`src/rtl/mdio_master_pkg.sv`:
```
// Shared definitions for the MDIO management-interface master.
// Holds FSM state codes, frame start/opcode values, field lengths, the
// command payload struct and small opcode-decoding helpers.
package mdio_master_pkg;

    // FSM state codes
    localparam logic [2:0] S_IDLE = 3'd0;
    localparam logic [2:0] S_PRE  = 3'd1;
    localparam logic [2:0] S_HDR  = 3'd2;
    localparam logic [2:0] S_TA   = 3'd3;
    localparam logic [2:0] S_DATA = 3'd4;
    localparam logic [2:0] S_DONE = 3'd5;

    // Start-of-frame codes
    localparam logic [1:0] ST_C22 = 2'b01;
    localparam logic [1:0] ST_C45 = 2'b00;

    // Opcodes
    localparam logic [1:0] OP_C22_WRITE = 2'b01;
    localparam logic [1:0] OP_C22_READ  = 2'b10;
    localparam logic [1:0] OP_C45_ADDR  = 2'b00;
    localparam logic [1:0] OP_C45_WRITE = 2'b01;
    localparam logic [1:0] OP_C45_RDINC = 2'b10;
    localparam logic [1:0] OP_C45_READ  = 2'b11;

    // Field lengths in MDC bit periods
    localparam int unsigned PRE_BITS   = 32;
    localparam int unsigned FRAME_BITS = 32;
    localparam int unsigned HDR_BITS   = 14;
    localparam int unsigned TA_BITS    = 2;
    localparam int unsigned DATA_BITS  = 16;
    localparam int unsigned BIT_CNT_W  = 5;

    // Captured command payload
    typedef struct packed {
        logic        c45;
        logic [1:0]  op;
        logic [4:0]  phyad;
        logic [4:0]  regad;
        logic [15:0] wdata;
    } mdio_cmd_t;

    // Read ops turn the line around after the header
    function automatic logic op_is_read(input logic c45, input logic [1:0] op);
        if (c45) begin
            return (op == OP_C45_READ) || (op == OP_C45_RDINC);
        end
        return op == OP_C22_READ;
    endfunction

    // Clause 22 only defines write and read; the other two codes have no frame
    function automatic logic op_is_legal(input logic c45, input logic [1:0] op);
        return c45 || (op == OP_C22_WRITE) || (op == OP_C22_READ);
    endfunction

endpackage

```
`src/rtl/mdio_mdc_gen.sv`:
```
// MDC clock generator.
// Ports: clk_i/rst_i (sync, active-high), run_i enables toggling;
// mdc_o registered clock, rise_en_c_o / fall_en_c_o flag the cycle whose
// closing edge makes mdc rise / fall. Counter and mdc clear when run_i drops.
module mdio_mdc_gen #(
    parameter int unsigned MDC_DIV = 80
) (
    input  logic clk_i,
    input  logic rst_i,
    input  logic run_i,
    output logic mdc_o,
    output logic rise_en_c_o,
    output logic fall_en_c_o
);

    localparam int unsigned HALF  = MDC_DIV / 2;
    localparam int unsigned CNT_W = (HALF > 1) ? $clog2(HALF) : 1;

    logic [CNT_W-1:0] cnt_q, cnt_d;
    logic             mdc_q, mdc_d;
    logic             tick_c;

    // Half-period counter; tick marks the last cycle of each half period
    always_comb begin
        tick_c      = run_i && (cnt_q == CNT_W'(HALF - 1));
        cnt_d       = (run_i && !tick_c) ? cnt_q + CNT_W'(1) : '0;
        mdc_d       = run_i ? (mdc_q ^ tick_c) : 1'b0;
        rise_en_c_o = tick_c && !mdc_q;
        fall_en_c_o = tick_c && mdc_q;
    end

    always_ff @(posedge clk_i) begin
        if (rst_i) begin
            cnt_q <= '0;
            mdc_q <= 1'b0;
        end else begin
            cnt_q <= cnt_d;
            mdc_q <= mdc_d;
        end
    end

    assign mdc_o = mdc_q;

endmodule

```
`src/rtl/mdio_master.sv`:
```
// MDIO (Clause 22 / Clause 45) management master.
// Ports: clk_200m, rst_200m (sync, active-high); cmd_* request with
// valid/ready handshake; preamble_suppress, opendrain_mode line options;
// mdc, mdio_out, mdio_oen (active-low), mdio_in line pins;
// rsp_valid pulse with rsp_rdata / rsp_err; busy while a frame runs.
module mdio_master
    import mdio_master_pkg::*;
#(
    parameter int unsigned MDC_DIV = 80
) (
    input  logic        clk_200m,
    input  logic        rst_200m,
    input  logic        cmd_valid,
    output logic        cmd_ready,
    input  logic        cmd_c45,
    input  logic [1:0]  cmd_op,
    input  logic [4:0]  cmd_phyad,
    input  logic [4:0]  cmd_regad,
    input  logic [15:0] cmd_wdata,
    input  logic        preamble_suppress,
    input  logic        opendrain_mode,
    output logic        mdc,
    output logic        mdio_out,
    output logic        mdio_oen,
    input  logic        mdio_in,
    output logic        rsp_valid,
    output logic [15:0] rsp_rdata,
    output logic        rsp_err,
    output logic        busy
);

    logic [2:0]           state_q, state_d;
    logic [BIT_CNT_W-1:0] cnt_q, cnt_d;
    mdio_cmd_t            cmd_q, cmd_d;
    logic                 rd_q, rd_d;
    logic                 od_q, od_d;
    logic                 err_q, err_d;
    logic [15:0]          shift_q, shift_d;
    logic [15:0]          rdata_q, rdata_d;
    logic                 sync1_q, sync2_q;
    logic                 mdio_out_q, mdio_out_d;
    logic                 mdio_oen_q, mdio_oen_d;
    logic                 cmd_ready_q, busy_q, rsp_valid_q, rsp_err_q;

    logic                 accept_c, legal_c, run_c;
    logic                 rise_en_c, fall_en_c;
    logic [13:0]          hdr_c;
    logic                 drv_c, bit_c;

    assign accept_c = cmd_valid && cmd_ready_q && (state_q == S_IDLE);
    assign legal_c  = op_is_legal(cmd_c45, cmd_op);
    // Counting starts in the accept cycle so the first bit gets a full low half
    assign run_c    = (accept_c && legal_c) ||
                      (state_q inside {S_PRE, S_HDR, S_TA, S_DATA});

    mdio_mdc_gen #(
        .MDC_DIV(MDC_DIV)
    ) u_mdc_gen (
        .clk_i       (clk_200m),
        .rst_i       (rst_200m),
        .run_i       (run_c),
        .mdc_o       (mdc),
        .rise_en_c_o (rise_en_c),
        .fall_en_c_o (fall_en_c)
    );

    // Next-state, capture and line-bit selection
    always_comb begin
        state_d = state_q;
        cnt_d   = cnt_q;
        cmd_d   = cmd_q;
        rd_d    = rd_q;
        od_d    = od_q;
        err_d   = err_q;
        shift_d = shift_q;
        rdata_d = rdata_q;
        drv_c   = 1'b0;
        bit_c   = 1'b1;

        case (state_q)
            S_IDLE: begin
                if (accept_c) begin
                    cmd_d = {cmd_c45, cmd_op, cmd_phyad, cmd_regad, cmd_wdata};
                    rd_d  = op_is_read(cmd_c45, cmd_op);
                    od_d  = opendrain_mode;
                    err_d = !legal_c;
                    cnt_d = '0;
                    if (!legal_c) begin
                        state_d = S_DONE;
                    end else if (preamble_suppress) begin
                        state_d = S_HDR;
                    end else begin
                        state_d = S_PRE;
                    end
                end
            end
            S_PRE: begin
                if (fall_en_c) begin
                    if (cnt_q == BIT_CNT_W'(PRE_BITS - 1)) begin
                        state_d = S_HDR;
                        cnt_d   = '0;
                    end else begin
                        cnt_d = cnt_q + BIT_CNT_W'(1);
                    end
                end
            end
            S_HDR: begin
                if (fall_en_c) begin
                    if (cnt_q == BIT_CNT_W'(HDR_BITS - 1)) begin
                        state_d = S_TA;
                        cnt_d   = '0;
                    end else begin
                        cnt_d = cnt_q + BIT_CNT_W'(1);
                    end
                end
            end
            S_TA: begin
                if (fall_en_c) begin
                    if (cnt_q == BIT_CNT_W'(TA_BITS - 1)) begin
                        state_d = S_DATA;
                        cnt_d   = '0;
                    end else begin
                        cnt_d = cnt_q + BIT_CNT_W'(1);
                    end
                end
            end
            S_DATA: begin
                if (rise_en_c && rd_q) begin
                    shift_d = {shift_q[14:0], sync2_q};
                end
                if (fall_en_c) begin
                    if (cnt_q == BIT_CNT_W'(DATA_BITS - 1)) begin
                        state_d = S_DONE;
                        cnt_d   = '0;
                        // last sample was taken on the preceding rising edge
                        if (rd_q) begin
                            rdata_d = shift_q;
                        end
                    end else begin
                        cnt_d = cnt_q + BIT_CNT_W'(1);
                    end
                end
            end
            S_DONE: begin
                state_d = S_IDLE;
            end
            default: begin
                state_d = S_IDLE;
            end
        endcase

        hdr_c = {(cmd_d.c45 ? ST_C45 : ST_C22), cmd_d.op, cmd_d.phyad, cmd_d.regad};

        // Line value for the bit that will be on the wire next cycle
        case (state_d)
            S_PRE: begin
                drv_c = 1'b1;
                bit_c = 1'b1;
            end
            S_HDR: begin
                drv_c = 1'b1;
                bit_c = hdr_c[4'(HDR_BITS - 1) - cnt_d[3:0]];
            end
            S_TA: begin
                drv_c = !rd_d;
                bit_c = (cnt_d == '0);
            end
            S_DATA: begin
                drv_c = !rd_d;
                bit_c = cmd_d.wdata[4'(DATA_BITS - 1) - cnt_d[3:0]];
            end
            default: begin
                drv_c = 1'b0;
                bit_c = 1'b1;
            end
        endcase

        // Open-drain: a 1 is produced by releasing the line
        mdio_out_d = drv_c ? (od_d ? 1'b0 : bit_c) : 1'b1;
        mdio_oen_d = !drv_c || (od_d && bit_c);
    end

    always_ff @(posedge clk_200m) begin
        if (rst_200m) begin
            state_q     <= S_IDLE;
            cnt_q       <= '0;
            cmd_q       <= '0;
            rd_q        <= 1'b0;
            od_q        <= 1'b0;
            err_q       <= 1'b0;
            shift_q     <= '0;
            rdata_q     <= '0;
            sync1_q     <= 1'b1;
            sync2_q     <= 1'b1;
            mdio_out_q  <= 1'b1;
            mdio_oen_q  <= 1'b1;
            cmd_ready_q <= 1'b0;
            busy_q      <= 1'b0;
            rsp_valid_q <= 1'b0;
            rsp_err_q   <= 1'b0;
        end else begin
            state_q     <= state_d;
            cnt_q       <= cnt_d;
            cmd_q       <= cmd_d;
            rd_q        <= rd_d;
            od_q        <= od_d;
            err_q       <= err_d;
            shift_q     <= shift_d;
            rdata_q     <= rdata_d;
            sync1_q     <= mdio_in;
            sync2_q     <= sync1_q;
            mdio_out_q  <= mdio_out_d;
            mdio_oen_q  <= mdio_oen_d;
            cmd_ready_q <= (state_d == S_IDLE);
            busy_q      <= (state_d != S_IDLE);
            rsp_valid_q <= (state_d == S_DONE);
            rsp_err_q   <= (state_d == S_DONE) && err_d;
        end
    end

    assign cmd_ready = cmd_ready_q;
    assign busy      = busy_q;
    assign rsp_valid = rsp_valid_q;
    assign rsp_err   = rsp_err_q;
    assign rsp_rdata = rdata_q;
    assign mdio_out  = mdio_out_q;
    assign mdio_oen  = mdio_oen_q;

endmodule

```
`config.mk`:
```
export PLATFORM = sky130hd
export DESIGN_NAME = mdio_master
export DESIGN_NICKNAME = d
export VERILOG_FILES = /design/src/rtl/mdio_master_pkg.sv /design/src/rtl/mdio_mdc_gen.sv /design/src/rtl/mdio_master.sv
export SDC_FILE = /design/constraint.sdc
export NUM_CORES = 1
export LEC_CHECK = 0
export ABC_CLOCK_PERIOD_IN_PS = 4680
export BUFFER_PORTS_ARGS = -buffer_cell sky130_fd_sc_hd__buf_4
export CAP_MARGIN = 10
export CORE_MARGIN = 3
export CORE_UTILIZATION = 52
export DETAILED_ROUTE_END_ITERATION = 10
export PLACE_DENSITY = 0.74
export SYNTH_ARGS = -nofsm -noshare
export SYNTH_HDL_FRONTEND = slang
export SYNTH_HIERARCHICAL = 1
export SYNTH_SLANG_ARGS = --single-unit
```
`constraint.sdc`:
```
create_clock -name clk_200m -period 4.68 [get_ports clk_200m]
set_input_delay 1.17 -clock clk_200m [delete_from_list [all_inputs] [get_ports clk_200m]]
set_output_delay 1.17 -clock clk_200m [all_outputs]
set_load 0.03 [all_outputs]
```
==> impl_metrics.csv <==
group,metric,value,unit
run_status,outcome,"complete, no violations",
logic_synthesis,ys_seq_elements,87,
power_and_ir_drop,ir_worst_vdd,0.000199,V
logic_synthesis,ys.warnings.count,6,
finish,finalNetCount,654,
worst_setup_path,path_cells,"buf_4 -> xnor2_1 -> nand2_1 -> a21oi_1 -> a21oi_1 -> nor3b_2 -> ha_1 -> buf_4 -> nor2b_1 -> a21o_1 -> a21oi_1 -> a41o_1 -> inv_2 -> ha_1 -> nand2b_1 -> nand3b_1 -> a2bb2oi_1 -> a211oi_1 -> a311oi_1 -> a21oi_1 -> a31oi_1",
logic_synthesis,synth_edf_count,0,
worst_hold_path,hold_depth,1,
route,wl_per_cell,15.5,µm
grt,grt_max_degree,80,
worst_setup_path,end_kind,"register",
power_and_ir_drop,switching_share,0.269,
clocking,clockBufferDepth,2,
finish,finalNonFillerCells,720,
worst_setup_path,reg2reg_depth,19,
route,vias,4135,
route,wirelength,11200,µm
logic_synthesis,postSynthAreaPerCell,8.03,µm²
timing,slew_viol_final,0,
timing,hold_viol,0,
timing,setup_viol,0,
logic_synthesis,synth_cells,551,
grt,grt_usage,0.233,
timing,period_share,0.935,
logic_synthesis,synthTopCellsByCount,"nand2_1 (102), dfxtp_1 (87), nor2_1 (65), a21oi_1 (59), mux2i_1 (25)",
placement,post-dp-hpwl,8160,µm
die,die-area,0.00966,mm²
logic_synthesis,synth_most_common_cell,"nand2_1",
worst_setup_path,cp_common_cell,"a21oi_1",
placement,dpl_worst_slack,-0.0791,ns
die,start_util,0.536,
power_and_ir_drop,seq_power_share,0.490,
worst_hold_path,hold_path_class,"reg -> reg",
logic_synthesis,ys_top_cells_by_area,"dfxtp_1 (39%), nand2_1 (8.6%), a21oi_1 (6.7%)",
placement,dp.cells,704,
placement,placed_area,0.00501,mm²
finish,syn_to_final_growth,18.3,%
logic_synthesis,synth.top_cell.area_share,0.393,
clocking,cts_hold_buffers,0,
clocking,cts_root_buffer,"clkbuf_8",
job,cap_violations,0,
timing,fmax,228,MHz
grt,antenna_found_initial,0,
clocking,cts_buffers,9,
grt,grt_pass1_vias,3809,
placement,place.gp.congestion,0.926,
clocking,clk_latency,0.36,ns
worst_setup_path,cp_slowest_stage_delay,0.37,ns
worst_setup_path,worstPathMaxFanout,8,
worst_setup_path,cp.required,4.96,ns
logic_synthesis,synth_flop_cell,"dfxtp_1",
route,drt_iter0_drc,285,
timing,tightestPinTransition,0.796,ns
clocking,clkSlewWorstSetupHoldPaths,0.09,ns
route,firstDrtPassIters,5,
die,die_h,98.3,µm
finish,final_area,0.00524,mm²
timing,finalCriticalPeriod,4.38,ns
route,ant_nets,0,
logic_synthesis,yosysTopAreaCell,"dfxtp_1",
worst_setup_path,path_class,"in -> reg",
grt,grt.overflow.total,0,
die,num_rows,33,
logic_synthesis,syn_nets,595,
worst_setup_path,r2r_slack,0.59,ns
power_and_ir_drop,p_switching,0.000427,W
timing,final.setup_skew,0.00737,ns
timing,worst_slack,0.303,ns
route,drc_errors,0,
timing,rsz0062_at_grt,"false",
finish,antenna_cells,0,
logic_synthesis,ys_seq_area_frac,0.393,
timing,relSlewSlack,0.469,
finish,drive_above_1_share,0.200,
grt,grt_pass1_wl,18400,µm
die,chipWidth,98.3,µm
clocking,clock-sinks,87,
power_and_ir_drop,clockPowerShare,0.371,
worst_setup_path,cp.arrival,4.66,ns
die,coreArea,0.00826,mm²
clocking,cts_tree,"yes",
logic_synthesis,ys_types,74,
power_and_ir_drop,power.static_leakage,2.13,nW
logic_synthesis,syn_area,0.00443,mm²
worst_setup_path,crit_path_top_delay_cell,"ha_1",
placement,port_buffers,57,
clocking,htree_levels,3,
power_and_ir_drop,p_int,0.00116,W
power_and_ir_drop,p_per_area,304,mW/mm²
die,ioPinCount,58,
timing,hold_ws,0.431,ns
finish,utilization,0.634,
logic_synthesis,ys_async_sr_fraction,0,
route,drt-vias-per-instance,5.74,
worst_setup_path,crit_path_start_kind,"input port",
power_and_ir_drop,combPwrFrac,0.139,
## registers in the layout, summed over array words and instances, names as in the netlist
signal	count
rsp_valid	1
cmd_ready	1
rsp_rdata	16
sync2_q	1
u_mdc_gen/mdc_o	1
mdio_oen	1
rsp_err	1
od_q	1
state_q	3
rd_q	1
sync1_q	1
u_mdc_gen/cnt_q	6
err_q	1
shift_q	16
busy	1
cnt_q	5
cmd_q	29
mdio_out	1
## placed cells by master, fill, tap and decap left out, drive strengths merged, types with 3 or more instances in the layout
cell type  Yosys  routed
nand2        104     104
nor2b          4       4
xnor2          3       3
a211oi        12      12
nor2          66      66
nand2b         7       7
and3           6       6
mux2i         26      26
ha             9       9
nand3b         4       4
o21ai          7       7
o211ai         4       4
nand4          3       3
inv           14      16
or3            5       5
and2           3       3
nand3         16      16
dfxtp         87      87
nor4           5       5
buf           12      83
or2            7       7
a21boi         6       6
nor3           6       6
o21a           3       3
xor2           3       3
a31oi         10      10
a21oi         60      60
clkbuf        23      10
## cells by family (layout without fill, tap and decap cells)
family	Yosys count	in the layout	synth area share
muxes	27	27	0.0667
buffers and inverters	49	113	0.0500
xor gates and xnor gates	6	6	0.0119
DFF	87	87	0.393
adders and majority gates	9	9	0.0254
and+or+nand+nor	250	250	0.270
AOI/OAI and AO/OA	123	123	0.183
## timing repair
action,in CTS,in global routing
setup endpoints to repair,0,2
gates resized for setup,0,1
buffers inserted,0,0
## per-layer routing
layer,vias to the layer above,wire (µm),global-route usage
li1,2026,-,-
met1,1942,5060,0.312
met2,138,5160,0.373
met3,29,634,0.0486
met4,0,310,0.0882
met5,-,0,0
## critical path: cells and delay by family
kind / cells / cell delay, ns
AOI/OAI and AO/OA: 10 / 1.51
xor gates and xnor gates: 1 / 0.13
adders and majority gates: 2 / 0.64
buffers and inverters: 3 / 0.36
and+or+nand+nor: 5 / 0.85
## stage by stage
step,power (W),setup TNS (ns)
finish,0.00159,0
global route,0.00166,0
CTS,0.00160,0
detailed placement,0.00102,-0.151
global placement,0.00101,0
floorplan,0.000944,0
## final cells by class
cell class	instances	area (µm²)
inverter	14	52.6
clock buffer	10	128
clock inverter	6	92.6
timing repair buffer	83	623
sequential	87	1740
fill	763	3020
tap	105	131
multi-input combinational	415	2470
## power groups by stage
stage	logic [W]	clock network [W]	registers [W]
after floorplan	0.000140	0	0.000804
after global placement	0.000218	0	0.000797
after detailed placement	0.000220	0	0.000797
after CTS	0.000221	0.000600	0.000780
after global routing	0.000243	0.000638	0.000783
final	0.000221	0.000591	0.000780
## final timing paths
kind                   end  startpoint
setup / recovery  mdio_oen   cmd_op[1]
hold / removal     sync2_q     sync1_q
setup reg to reg  mdio_oen  state_q[0]
hold reg to reg    sync2_q     sync1_q
Power figures use the tool's default switching activity.
